==> src/rtl/mux_scan_ctrl_pkg.sv <==
// Shared encodings and sizes for the dual 4:1 mux scanner.
// Latency: n/a (types and constants only).
// Backpressure: n/a.
package mux_scan_ctrl_pkg;

    typedef enum logic [1:0] {
        IDLE = 2'd0,
        SCAN = 2'd1,
        DONE = 2'd2
    } scan_state_t;

    localparam int N_CH  = 4;
    localparam int CH_W  = 2;
    localparam int RES_W = 8;
    localparam int CNT_W = 8;

endpackage

==> src/rtl/mux_scan_timer.sv <==
// Settle counter: expire is high on the last cycle of each channel's select window.
// Latency: expire is combinational from the count; the window is settle+1 cycles.
// Backpressure: none; load forces the count to zero, en advances it.
module mux_scan_timer
    import mux_scan_ctrl_pkg::*;
(
    input  logic             clk,
    input  logic             rst,
    input  logic             load,
    input  logic             en,
    input  logic [CNT_W-1:0] settle,
    output logic             expire
);

    logic [CNT_W-1:0] cnt;

    assign expire = (cnt == settle);

    // Equality compare only: the count never runs past settle.
    always_ff @(posedge clk or posedge rst) begin
        if (rst) begin
            cnt <= '0;
        end else if (load) begin
            cnt <= '0;
        end else if (en) begin
            cnt <= expire ? '0 : cnt + 1'b1;
        end
    end

endmodule

==> src/rtl/mux_scan_ctrl.sv <==
// Scans a dual 4:1 mux over channels 0-3, captures y1/y2 into an 8-bit word; MUX_SCAN_PARITY_EN adds a parity output.
// Latency: done pulses in the cycle after edge E0+4*(SETTLE+1), E0 being the edge that samples start.
// Backpressure: none; start is honoured only in IDLE and ignored while scanning or in DONE.
module mux_scan_ctrl
    import mux_scan_ctrl_pkg::*;
#(
    parameter int SETTLE = 2
) (
    input  logic             clk,
    input  logic             rst,
    input  logic             start,
    output logic             busy,
    output logic             done,
    output logic [RES_W-1:0] data,
    output logic             a,
    output logic             b,
    output logic             gn1,
    output logic             gn2,
    input  logic             y1,
    input  logic             y2
`ifdef MUX_SCAN_PARITY_EN
    ,
    output logic             parity
`endif
);

    scan_state_t      state, state_nxt;
    logic [CH_W-1:0]  ch;
    logic [RES_W-1:0] shadow;
    logic [RES_W-1:0] capt_word;
    logic             expire;
    logic             last_ch;

    assign last_ch = (ch == CH_W'(N_CH - 1));

    mux_scan_timer u_timer (
        .clk    (clk),
        .rst    (rst),
        .load   (state != SCAN),
        .en     (state == SCAN),
        .settle (CNT_W'(SETTLE)),
        .expire (expire)
    );

    // Shadow with the current channel's pair merged in, so the final copy includes ch3.
    always_comb begin
        capt_word = shadow;
        capt_word[{ch, 1'b0}] = y1;
        capt_word[{ch, 1'b1}] = y2;
    end

    always_ff @(posedge clk or posedge rst) begin
        if (rst) begin
            state <= IDLE;
        end else begin
            state <= state_nxt;
        end
    end

    always_comb begin
        state_nxt = state;
        busy      = 1'b0;
        done      = 1'b0;
        a         = 1'b0;
        b         = 1'b0;
        gn1       = 1'b1;
        gn2       = 1'b1;
        unique case (state)
            IDLE: begin
                if (start) state_nxt = SCAN;
            end
            SCAN: begin
                busy   = 1'b1;
                gn1    = 1'b0;
                gn2    = 1'b0;
                {b, a} = ch;
                if (expire && last_ch) state_nxt = DONE;
            end
            DONE: begin
                done      = 1'b1;
                state_nxt = IDLE;
            end
            default: state_nxt = IDLE;
        endcase
    end

    always_ff @(posedge clk or posedge rst) begin
        if (rst) begin
            ch     <= '0;
            shadow <= '0;
            data   <= '0;
        end else if (state == IDLE && start) begin
            ch <= '0;
        end else if (state == SCAN && expire) begin
            shadow <= capt_word;
            if (last_ch) begin
                data <= capt_word;
            end else begin
                ch <= ch + 1'b1;
            end
        end
    end

`ifdef MUX_SCAN_PARITY_EN
    always_ff @(posedge clk or posedge rst) begin
        if (rst) begin
            parity <= 1'b0;
        end else if (state == SCAN && expire && last_ch) begin
            parity <= ^capt_word;
        end
    end
`endif

endmodule

==> config.mk <==
export PLATFORM = sky130hd
export DESIGN_NAME = mux_scan_ctrl
export DESIGN_NICKNAME = d
export VERILOG_FILES = /design/src/rtl/mux_scan_ctrl_pkg.sv /design/src/rtl/mux_scan_timer.sv /design/src/rtl/mux_scan_ctrl.sv
export SDC_FILE = /design/constraint.sdc
export NUM_CORES = 1
export LEC_CHECK = 0
export CAP_MARGIN = 20
export CORE_UTILIZATION = 50
export CTS_BUF_LIST = sky130_fd_sc_hd__clkbuf_8 sky130_fd_sc_hd__clkbuf_16
export CTS_CLUSTER_DIAMETER = 40
export DETAILED_ROUTE_END_ITERATION = 16
export PLACE_DENSITY = 0.7
export SLEW_MARGIN = 10
export SYNTH_ARGS = -nofsm -noshare
export SYNTH_HDL_FRONTEND = slang
export SYNTH_SLANG_ARGS = --single-unit
==> constraint.sdc <==
create_clock -name clk -period 2 [get_ports clk]
set_input_delay 0.4 -clock clk [delete_from_list [all_inputs] [get_ports clk]]
set_output_delay 0.4 -clock clk [all_outputs]
set_load 0.005 [all_outputs]
==> results_dict.tcl <==
set metrics [dict create \
    status "finished clean" \
    htree_num_levels 1 \
    place_area_um2 1583 \
    timing.rr.start "u_timer.cnt[1]$_DFF_PP0_" \
    fin_skew_ps 4.482 \
    core-area_um2 2477 \
    antenna_found_initial 0 \
    async_reset_ff_frac 1.000 \
    cp-start-kind "flip-flop" \
    cts_tree "yes" \
    fill_cells 194 \
    overflow 0 \
    synth_top_flop_cell "dfrtp_1" \
    drcViolationCount 0 \
    dp_hpwl_um 1788 \
    nets 149 \
    r2r_cells 4 \
    wl_per_cell_um 14.35 \
    drv_slew 0 \
    vias 907 \
    dieArea_um2 2829 \
    crit_type "flip-flop to output pin" \
    grt_pass1_wl_um 3864 \
    areaGrowthSynthToFinish_pct 24.55 \
    cp_top_family "buffers and inverters" \
    fmax_mhz 537.1 \
    crit_chain "nand2b_4 > nor2_1 > clkdlybuf4s50_1" \
    cts_sinks 26 \
    io_buffers 18 \
    worst_slack_ps 138.2 \
    syn_area_um2 1310 \
    core.rowCount 18 \
    viasPerCell 5.464 \
    r2r_end "ch[1]$_DFFE_PP0P_" \
    cts.reportedPaths.clkPinSlew_ps 80 \
    setup_violations 0 \
    worstPathRequired_ps 1600 \
    rsz0062_at_grt "no" \
    period_needed_ps 1862 \
    synth_cell_type_count 27 \
    avgSynthCellArea_um2 12.13 \
    most-common-layout-cells "26 x dfrtp_1, 22 x mux2_2, 18 x clkdlybuf4s50_1" \
    stdcell_count 166 \
    grt.total_usage 0.1880 \
    worst-r2r-setup-slack_ps 160 \
    synthCells 108 \
    drt-pass1-iter-count 4 \
    yosysSeqAreaShare 0.4967 \
    synth_edf_count 0 \
    fin_crit_sh 0.9309 \
    synth_warnings 0 \
    drive_above_1_share 0.3015 \
    root_buffer "clkbuf_8" \
    p_leak_nw 0.7157 \
    tns_ps 0 \
    max_slew_margin 0.7847 \
    syn_nets 119 \
    final_common_cell "dfrtp_1" \
    finalInstanceArea_um2 1632 \
    cts_setup_buffers 0 \
    diodes 0 \
    hp-class "input pin to asynchronous set/reset pin" \
    hold_buffers 0 \
    dp.cells 163 \
    clock_latency_ps 260 \
    ys_ff_latch 26 \
    p_per_area_nw_per_um2 1301 \
    worstPathMaxFanout 7 \
    grt_max_degree 27 \
    postRouteAntennaNets 0 \
    start_util 0.5288 \
    first_iter_violations 12 \
    place.gp.congestion 0.7586 \
    drv_cap 0 \
    critPathArrivalTime_ps 1460 \
    clockBufferDepth 2 \
    numCtsBuffers 3 \
    crit_buf_inv 1 \
    pin_count 19 \
    cpPeakStageDelay_ps 510 \
    tightest_slew_ps 322.9 \
    irDropWorstVdd_uv 815.6 \
    post-place-ws_ps 170.4 \
    die_w_um 53.19 \
    dieHeight_um 53.19 \
    critPathSlowestCell "clkdlybuf4s50_1" \
    hold_viol 0 \
    grt_pass1_vias 864 \
    crit_path_end_kind "output pin" \
    wl_um 2382 \
]
## how the worst max path moves through the flow
stage / slack, ps / from / endpoint / depth (start not counted)
after floorplan: 190 / u_timer.cnt[0]$_DFF_PP0_ / ch[0]$_DFFE_PP0P_ / 5
after detailed placement: 170 / u_timer.cnt[0]$_DFF_PP0_ / ch[1]$_DFFE_PP0P_ / 5
final: 140 / state[1]$_DFFE_PP0P_ / b / 3
after global routing: 70 / state[1]$_DFFE_PP0P_ / a / 3
after CTS: 40 / state[1]$_DFFE_PP0P_ / b / 3
after global placement: 210 / u_timer.cnt[0]$_DFF_PP0_ / ch[1]$_DFFE_PP0P_ / 5
## layout make-up
class | instances | area [um^2] | share of cell area
Timing Repair Buffer | 27 | 247.7 | 0.1518
Multi-Input combinational cell | 74 | 631.9 | 0.3873
Tap cell | 30 | 37.54 | 0.02301
Clock buffer | 3 | 41.29 | 0.02531
Sequential cell | 26 | 650.6 | 0.3988
Inverter | 6 | 22.52 | 0.01380
## state kept, by name, summed over array words and instances (netlist names)
signal	flops
data	8
ch	2
state	2
shadow	6
u_timer.cnt	8
## per-layer routing
| metal | up-vias | wire length [um] | part of all wire | GRT usage |
|---|---|---|---|---|
| li1 | 439 | - | - | - |
| met1 | 450 | 1186 | 0.50 | 0.2663 |
| met3 | 2 | 60 | 0.025 | 0.01724 |
| met4 | 0 | 10 | 0.0042 | 0.05263 |
| met5 | - | 0 | 0 | 0 |
| met2 | 16 | 1124 | 0.47 | 0.3038 |
## cell families (layout without fill, tap and decap cells)
logic type / count (synthesis) / count (layout) / synth area share
fa+ha+maj: 6 / 6 / 0.05731
simple gates: 35 / 35 / 0.1776
mux: 22 / 22 / 0.1891
flops: 26 / 26 / 0.4967
buf+inv: 8 / 36 / 0.02674
xor+xnor: 3 / 3 / 0.02006
compound gates: 8 / 8 / 0.03247
## power by group
group	internal, W	switching (W)	total, W
registers	0.000712	0.000122	0.000834
logic	0.000595	0.000410	0.00101
clock network	0.000134	0.000148	0.000283
total	0.00144	0.000681	0.00212
## stage by stage
step           total power [W]  hold slack (ps)  utilization
6_report              0.002123            493.4       0.6586
4_1_cts               0.002141            509.4       0.6566
3_5_place_dp          0.001850            493.9       0.6389
3_3_place_gp          0.001813            483.1       0.6389
5_1_grt               0.002284            533.4       0.6586
2_1_floorplan         0.001421            440.0            -
## what timing repair did
item / in CTS / in global routing
pin swaps: 0 / 0
gates resized for setup: 1 / 1
endpoints found under the setup margin: 2 / 2
## Yosys cell counts, types with 2 or more instances
cell type / number / share of area
dfrtp_1: 26 / 0.50
nand2_1: 2 / 0.0057
nand3_1: 5 / 0.019
inv_1: 5 / 0.014
nor4_4: 2 / 0.032
a21oi_1: 3 / 0.011
nor2_1: 10 / 0.029
nor2b_1: 2 / 0.0095
or3_1: 3 / 0.014
o21ai_0: 3 / 0.011
ha_1: 6 / 0.057
xor2_1: 2 / 0.013
mux2_2: 22 / 0.19
nand4_1: 4 / 0.019
## tightest hold or removal path: cells and delay by family
family	cells	cell delay, ps
buffers and inverters	3	760
(Power assumes the default switching activity.)
